[src/rtl/spi_pkg.sv]
// Shared frame layout, widths and FSM encoding for the SPI-to-memory bridge.
package spi_pkg;

    localparam int ADDR_W = 13;
    localparam int DATA_W = 16;

    // Bit positions inside the 32-bit frame; the header is frame[31:16].
    localparam int RW_BIT  = 31;
    localparam int ADDR_LO = 16;

    typedef logic [5:0] cnt_t;

    localparam cnt_t FRAME_LEN = 6'd32;
    localparam cnt_t HDR_LEN   = 6'd16;

    localparam logic [DATA_W-1:0] RD_TIMEOUT_DEFAULT = 16'hDEAD;

    typedef enum logic [2:0] {
        IDLE,
        HDR,
        RDREQ,
        DATA,
        WRREQ
    } state_t;

endpackage

[src/rtl/spi_sync.sv]
// Multi-flop synchroniser with registered-history edge detection.
module spi_sync #(
    parameter int   STAGES  = 2,
    parameter logic RST_VAL = 1'b0
) (
    input  logic clk,
    input  logic reset,
    input  logic d,
    output logic level,
    output logic rise,
    output logic fall
);

    logic [STAGES-1:0] sync;
    logic [STAGES:0]   nxt;
    logic              prev;

    assign nxt = {sync, d};

    always_ff @(posedge clk) begin
        if (reset) begin
            sync <= {STAGES{RST_VAL}};
            prev <= RST_VAL;
        end else begin
            sync <= nxt[STAGES-1:0];
            prev <= level;
        end
    end

    assign level = sync[STAGES-1];
    assign rise  = level & ~prev;
    assign fall  = ~level & prev;

endmodule

[src/rtl/spi_mem_bridge.sv]
// SPI mode-0 slave that turns 32-bit frames into single-word memory
// reads and writes.
module spi_mem_bridge
    import spi_pkg::*;
#(
    parameter int                SYNC_STAGES     = 2,
    parameter logic [DATA_W-1:0] RD_TIMEOUT_DATA = RD_TIMEOUT_DEFAULT
) (
    input  logic              clk,
    input  logic              reset,
    input  logic              spi_sck,
    input  logic              spi_cs_n,
    input  logic              spi_mosi,
    output logic              spi_miso,
    output logic              mem_req,
    output logic              mem_we,
    output logic [ADDR_W-1:0] mem_addr,
    output logic [DATA_W-1:0] mem_wdata,
    input  logic              mem_ack,
    input  logic [DATA_W-1:0] mem_rdata,
    output logic              frame_done,
    output logic              frame_err
);

    logic sck_lvl, sck_rise, sck_fall;
    logic cs_lvl, cs_rise, cs_fall;
    logic mosi_lvl, mosi_rise, mosi_fall;

    // cs resets as "selected" so a frame in flight at reset never
    // looks like a fresh falling edge afterwards.
    spi_sync #(.STAGES(SYNC_STAGES), .RST_VAL(1'b0)) u_sck (
        .clk(clk), .reset(reset), .d(spi_sck),
        .level(sck_lvl), .rise(sck_rise), .fall(sck_fall)
    );

    spi_sync #(.STAGES(SYNC_STAGES), .RST_VAL(1'b0)) u_cs (
        .clk(clk), .reset(reset), .d(spi_cs_n),
        .level(cs_lvl), .rise(cs_rise), .fall(cs_fall)
    );

    spi_sync #(.STAGES(SYNC_STAGES), .RST_VAL(1'b0)) u_mosi (
        .clk(clk), .reset(reset), .d(spi_mosi),
        .level(mosi_lvl), .rise(mosi_rise), .fall(mosi_fall)
    );

    logic unused_sync;
    assign unused_sync = ^{sck_lvl, mosi_rise, mosi_fall};

    state_t            state;
    cnt_t              cnt;
    logic [DATA_W-1:0] rx;
    logic [DATA_W-1:0] tx;
    logic [DATA_W-1:0] shin;
    logic              rw;
    logic              miso_q;
    logic              timed_out;
    logic              cs_gone;
    logic              bit_in;
    logic              shift_fall;
    logic              first_fall;

    assign shin       = {rx[DATA_W-2:0], mosi_lvl};
    assign bit_in     = sck_rise & ~cs_lvl & (cnt < FRAME_LEN);
    assign shift_fall = sck_fall & ~cs_lvl & (cnt >= HDR_LEN) & (cnt < FRAME_LEN);
    assign first_fall = shift_fall & (cnt == HDR_LEN);

    assign spi_miso = miso_q & ((state == RDREQ) | (state == DATA));

    always_ff @(posedge clk) begin
        if (reset) begin
            state      <= IDLE;
            cnt        <= '0;
            rx         <= '0;
            tx         <= '0;
            rw         <= 1'b0;
            miso_q     <= 1'b0;
            timed_out  <= 1'b0;
            cs_gone    <= 1'b0;
            mem_req    <= 1'b0;
            mem_we     <= 1'b0;
            mem_addr   <= '0;
            mem_wdata  <= '0;
            frame_done <= 1'b0;
            frame_err  <= 1'b0;
        end else begin
            frame_done <= 1'b0;
            frame_err  <= 1'b0;
            if (bit_in) begin
                rx  <= shin;
                cnt <= cnt + 6'd1;
            end
            unique case (state)
                IDLE: begin
                    if (cs_fall) begin
                        state     <= HDR;
                        cnt       <= '0;
                        rx        <= '0;
                        tx        <= '0;
                        miso_q    <= 1'b0;
                        timed_out <= 1'b0;
                        cs_gone   <= 1'b0;
                    end
                end
                HDR: begin
                    if (cs_rise) begin
                        frame_err <= 1'b1;
                        state     <= IDLE;
                    end else if (bit_in && cnt == HDR_LEN - 6'd1) begin
                        rw       <= shin[RW_BIT-DATA_W];
                        mem_addr <= shin[ADDR_LO-DATA_W +: ADDR_W];
                        if (shin[RW_BIT-DATA_W]) begin
                            state <= DATA;
                        end else begin
                            state   <= RDREQ;
                            mem_req <= 1'b1;
                            mem_we  <= 1'b0;
                        end
                    end
                end
                RDREQ: begin
                    if (cs_rise) begin
                        cs_gone <= 1'b1;
                        if (cnt < FRAME_LEN && !timed_out) frame_err <= 1'b1;
                    end
                    if (mem_ack) begin
                        mem_req <= 1'b0;
                        state   <= (cs_gone || cs_rise) ? IDLE : DATA;
                        if (!timed_out) tx <= mem_rdata;
                    end
                    // Late data loses to the timeout word if both land together.
                    if (first_fall) begin
                        timed_out <= 1'b1;
                        frame_err <= 1'b1;
                        miso_q    <= RD_TIMEOUT_DATA[DATA_W-1];
                        tx        <= {RD_TIMEOUT_DATA[DATA_W-2:0], 1'b0};
                    end else if (shift_fall) begin
                        miso_q <= tx[DATA_W-1];
                        tx     <= {tx[DATA_W-2:0], 1'b0};
                    end
                end
                DATA: begin
                    if (cs_rise) begin
                        state <= IDLE;
                        if (cnt < FRAME_LEN) begin
                            if (!timed_out) frame_err <= 1'b1;
                        end else if (!rw && !timed_out) begin
                            frame_done <= 1'b1;
                        end
                    end else if (rw && bit_in && cnt == FRAME_LEN - 6'd1) begin
                        state     <= WRREQ;
                        mem_req   <= 1'b1;
                        mem_we    <= 1'b1;
                        mem_wdata <= shin;
                    end
                    if (!rw && shift_fall) begin
                        miso_q <= tx[DATA_W-1];
                        tx     <= {tx[DATA_W-2:0], 1'b0};
                    end
                end
                WRREQ: begin
                    if (mem_ack) begin
                        mem_req    <= 1'b0;
                        frame_done <= 1'b1;
                        state      <= IDLE;
                    end
                end
                default: state <= IDLE;
            endcase
        end
    end

endmodule

[config.mk]
export PLATFORM = sky130hd
export DESIGN_NAME = spi_mem_bridge
export DESIGN_NICKNAME = d
export VERILOG_FILES = /design/src/rtl/spi_pkg.sv /design/src/rtl/spi_sync.sv /design/src/rtl/spi_mem_bridge.sv
export SDC_FILE = /design/constraint.sdc
export NUM_CORES = 1
export LEC_CHECK = 0
export BUFFER_PORTS_ARGS = -buffer_cell sky130_fd_sc_hd__clkbuf_2
export CORE_UTILIZATION = 35
export DETAILED_ROUTE_END_ITERATION = 7
export PLACE_DENSITY_LB_ADDON = 0.05
export RECOVER_POWER = 50
export SETUP_SLACK_MARGIN = 0.3
export SLEW_MARGIN = 0
export SYNTH_ARGS = -nofsm -noshare
export SYNTH_HDL_FRONTEND = slang
export SYNTH_SLANG_ARGS = --single-unit
[constraint.sdc]
create_clock -name clk -period 3.6 [get_ports clk]
set_clock_uncertainty 0.15 [all_clocks]
set_input_delay 0.36 -clock clk [delete_from_list [all_inputs] [get_ports clk]]
set_output_delay 0.36 -clock clk [all_outputs]
set_load 0.02 [all_outputs]
Word level (Yosys, flattened, before mapping)
Index checks and enable logic that the tools add are counted.
{ "totals": {"out_inout_bits": 34, "reg_bits": 86, "in_bits": 22} }
{ "classes": {"n_reduce_logical": 24, "addsub": 1, "bitwise": 17, "mux": 56, "n_lt_le_gt_ge": 2, "n_eq_ne": 24} }
{ "ops": {"columns": ["operator", "count"], "rows": [
  ["16-bit two-way mux", 9],
  ["16-bit case mux with 3 select lines", 1],
  ["1-bit two-way mux", 27],
  ["3-bit two-way mux", 7],
  ["6-bit two-way mux", 3],
  ["2-bit inequality test, second input constant", 9],
  ["3-bit case mux with 5 select lines", 1],
  ["6-bit by 5-bit equality test with 1-bit output, second input constant", 2],
  ["3-bit AND reduction", 4],
  ["1-bit AND", 11],
  ["5-bit AND reduction", 2],
  ["1-bit case mux with 3 select lines", 3],
  ["4-bit inequality test, second input constant", 2],
  ["1-bit case mux with 2 select lines", 4],
  ["7-bit AND reduction", 1],
  ["6-bit by 1-bit adder with 6-bit output, second input constant", 1],
  ["3-bit by 2-bit equality test with 1-bit output, second input constant", 2],
  ["6-bit by 4-bit equality test with 1-bit output, second input constant", 1],
  ["6-bit by 5-bit greater-or-equal comparator with 1-bit output, second input constant", 1],
  ["1-bit logical AND", 6],
  ["6-bit < comparator, second input constant", 1],
  ["2-bit by 1-bit inequality test with 1-bit output, second input constant", 3],
  ["3-bit inequality test, second input constant", 2],
  ["6-bit AND reduction", 1],
  ["other kinds (13)", 20]
]} }

Longest topological paths before layout
{ "logic_depth": {"depth_word": 9, "mapped_depth": 7} }

Cells and area by module
From an unflattened synthesis, not the netlist that was laid out.
{ "hier_totals": {"cells_unflattened": 376, "area_unflattened_um2": 3533.4} }
{ "modules_own_cells": {"columns": ["module", "area_each_um2", "cells_per_inst", "seq_area_each_um2", "n_inst"], "rows": [
  ["spi_mem_bridge", 3259.4, 352, 1541.5, 1],
  ["spi_sync", 91.3, 8, 60.1, 3]
]} }

Least setup slack after synthesis
Ideal clock, no wire load.
{ "synth_path": {"path_type": "register to register", "startpoint": "reg u_cs.sync[1]", "endpoint": "reg mem_wdata[1]", "path_stages_with_launch": 8, "synth_period_minus_slack_ns": 2.085, "setup_time_ns": 0.128, "setup_slack_ns": 1.515, "arrival_time_ns": 1.807, "path_cell_list": "dfxtp_1 -> buf_4 -> or4b_4 -> nor4_1 -> buf_4 -> buf_4 -> mux2i_1 -> nor2_1"} }
{ "synth_via": {"elab_chain_len": 6} }
{ "synth_rtl": {"columns": ["item", "line", "source"], "rows": [
  ["from (decl)", "spi_sync.sv:14", "logic [STAGES-1:0] sync;"],
  ["from (signal assigned)", "spi_sync.sv:22", "sync <= {STAGES{RST_VAL}};"],
  ["from (signal assigned)", "spi_sync.sv:25", "sync <= nxt[STAGES-1:0];"],
  ["1-bit inverter", "spi_mem_bridge.sv:63", "assign bit_in = sck_rise & ~cs_lvl & (cnt < FRAME_LEN);"],
  ["1-bit AND (2 in a row)", "spi_mem_bridge.sv:63", null],
  ["1-bit logical AND (2 in a row)", "spi_mem_bridge.sv:149", "end else if (rw && bit_in && cnt == FRAME_LEN - 6'd1) begin"],
  ["3-bit AND reduction (no source line) *", null, null],
  ["to (signal assigned)", "spi_mem_bridge.sv:153", "mem_wdata <= shin;"],
  ["to (decl)", "spi_mem_bridge.sv:18", "output logic [DATA_W-1:0] mem_wdata,"]
]} }
Every way passes the cells marked *; elsewhere a longest branch is shown, timed or not.
A chain may end at the register's enable or synchronous reset.

==> metrics.txt <==
result of the run=complete, but fails checks; failing checks=max-capacitance violations, max-slew violations; min-delay worst type=input port to flip-flop; Post-Syn Area=0.00365 mm^2; total wire length=9.13 mm; initial antenna violation count=0; measured slew at the worst slew-check pin=1720 ps; Worst slew margin=-15.0%; dpl hpwl=6.10 mm; Slew Limit Fails=39; H-tree levels=3; pwr dens=419 mW/mm^2; Netlist cell types=52; count of standard-cell rows=36; Avg Inst Size Synth=8.99 um^2; Synth Register Bits=85; fin crit share=74.8%; vias in the first global route=2845; # hold bufs at CTS=0; Clock Latency Late Sink=350 ps; crit path DAT=2760 ps; ratio of cells with drive above 1 in the final layout=14.4%; placed cells=575; CTS tree=done; most common cell after layout, fill and taps aside=dfxtp_1; Yosys warning count=0; Die ar.=0.0108 mm^2; Placer Congestion=0.812; Worst Path Max Fanout=38; I/O pin count=56; vias post-DR=3059; Resized cells post-CTS=0; DRT iter0 DRCs=225; maximum clock rate=0.372 GHz; CTS Root Cell=clkbuf_8; Crit path required time=3670 ps; Post-synth EDFFs=0; Lkg Pwr=1.38 nW; drt pass-1 iters=4; # diodes=0; Post-Syn Nets=430; Util after Layout=42.1%; post-route minimum period=2690 ps; Seq/Total Area, Yosys=46.6%; RSZ-0062 raised after global routing=false; Worst setup EP type=flip-flop; Post-Syn Instances=406; Async S/R FF share, synth=0%; Syn-to-layout area delta=14.8%; Hold Slack=62.9 ps; Final ANT Viol Nets=0; Hold Path Origin=spi_sck; Die Ht=104 um; Hold Path End=u_sck.sync[0]; Final setup viols=0; clock-pin slew on the worst setup and hold paths=90 ps; flop2flop setup slack=1030 ps; max-capacitance violation count=1; Initial Utilization=36.7%; CTS Sinks=85; most frequent cells in the layout=85 x dfxtp_1, 41 x nand2_1, 41 x a21oi_1; CTS max path bufs=2; VDD IR-drop max=0.150 mV; r2r endpoint=mem_req; Core Region=0.00995 mm^2; Synth Flop Type=dfxtp_1; post-DR vias/cell=5.18; first-pass GRT wire length=15.0 mm; Die W=104 um; reg2reg start=cnt[5]; hold depth=2; # nets final=477; pin count of the biggest net entering global routing=39; Total GRT Usage=17.4%; setup tns final=0 ps; Port-buffer cells=55; postcts setup bufs=0; gr ovfl total=0; drt wl/cell=15.5 um; post-route insts no fill=590; DRC violation count after routing=0; CTS buffer count=9; reg2reg path depth=4; crit path launch type=input port; Final Hold Fails=0; type of the worst setup path=input port to flip-flop
==> state kept, by name (all words and copies together) (netlist names), 2 cells and up <==
name / flops
u_cs.sync: 2
mem_addr: 13
state: 3
tx: 16
cnt: 6
u_mosi.sync: 2
mem_wdata: 16
rx: 15
u_sck.sync: 2
==> cells in the mapped netlist, drive strengths merged, types with 9 or more instances <==
cell	count	area (um^2)
a211oi	9	80.1
a21oi	41	205
a221oi	16	146
a22oi	11	82.6
clkbuf	23	86.3
dfxtp	85	1700
inv	20	75.1
mux2i	18	180
nand2	41	154
nand3	16	80.1
nor2	25	93.8
nor2b	11	68.8
o21ai	21	105
==> layout make-up <==
| type | count | area, um^2 |
|---|---|---|
| Clock buffer | 9 | 124 |
| Tap cell | 133 | 166 |
| Inverter | 20 | 75.1 |
| Multi-Input combinational cell | 271 | 1750 |
| Timing Repair Buffer | 66 | 303 |
| Clock inverter | 6 | 71.3 |
| Sequential cell | 85 | 1700 |
| Fill cell | 1045 | 5760 |
==> stage by stage <==
stage | cell area, um^2 | worst slack, ps | power, mW
after floorplan | 3650 | 1520 | 1.06
after global placement | 4050 | 1080 | 1.10
after detailed placement | 4050 | 1040 | 1.10
after CTS | 4250 | 1020 | 1.79
after global routing | 4190 | 593 | 1.83
final | 4190 | 909 | 1.76
==> how the worst max path moves through the flow <==
stage	startpoint	endpoint	slack, ps	cells past startpoint
3_3_place_gp	cnt[5]	mem_req	1080	4
2_1_floorplan	u_cs.sync[1]	mem_wdata[1]	1520	7
6_report	reset	rx[3]	910	5
4_1_cts	cnt[5]	mem_req	1020	4
3_5_place_dp	cnt[5]	mem_req	1040	4
5_1_grt	reset	rx[3]	590	5
==> routing by layer <==
metal / global-route usage (%) / share of wire, % / vias to the layer above
met5: 0 / 0 / -
met4: 8.16 / 2.1 / 0
met3: 2.44 / 3.8 / 15
met2: 24.6 / 42 / 71
met1: 25.8 / 52 / 1420
li1: - / - / 1553
==> report_power, final <==
part	internal [mW]	leakage (nW)	total (mW)	switching, mW
clock	0.323	0.0923	0.685	0.362
combinational	0.0389	0.597	0.105	0.0657
sequential	0.957	0.688	0.968	0.0101
total	1.32	1.38	1.76	0.438
==> kinds of logic (layout without fill, tap and decap cells) <==
family                     Yosys count  in the layout  share of synthesized area [%]
AOI/OAI and AO/OA                  120            120                           23.0
xor gates and xnor gates             3              3                          0.720
adders and majority gates            2              2                          0.685
buffers and inverters               50            101                           5.76
DFF                                 85             85                           46.6
muxes                               18             18                           4.93
and+or+nand+nor                    128            128                           18.3
==> critical path, cell delays in order <==
cell and delay, ps:
clkbuf_1 1210, inv_1 290, o21ai_0 200, clkbuf_1 560
a21oi_1 110
Power figures use the tool's default switching activity.
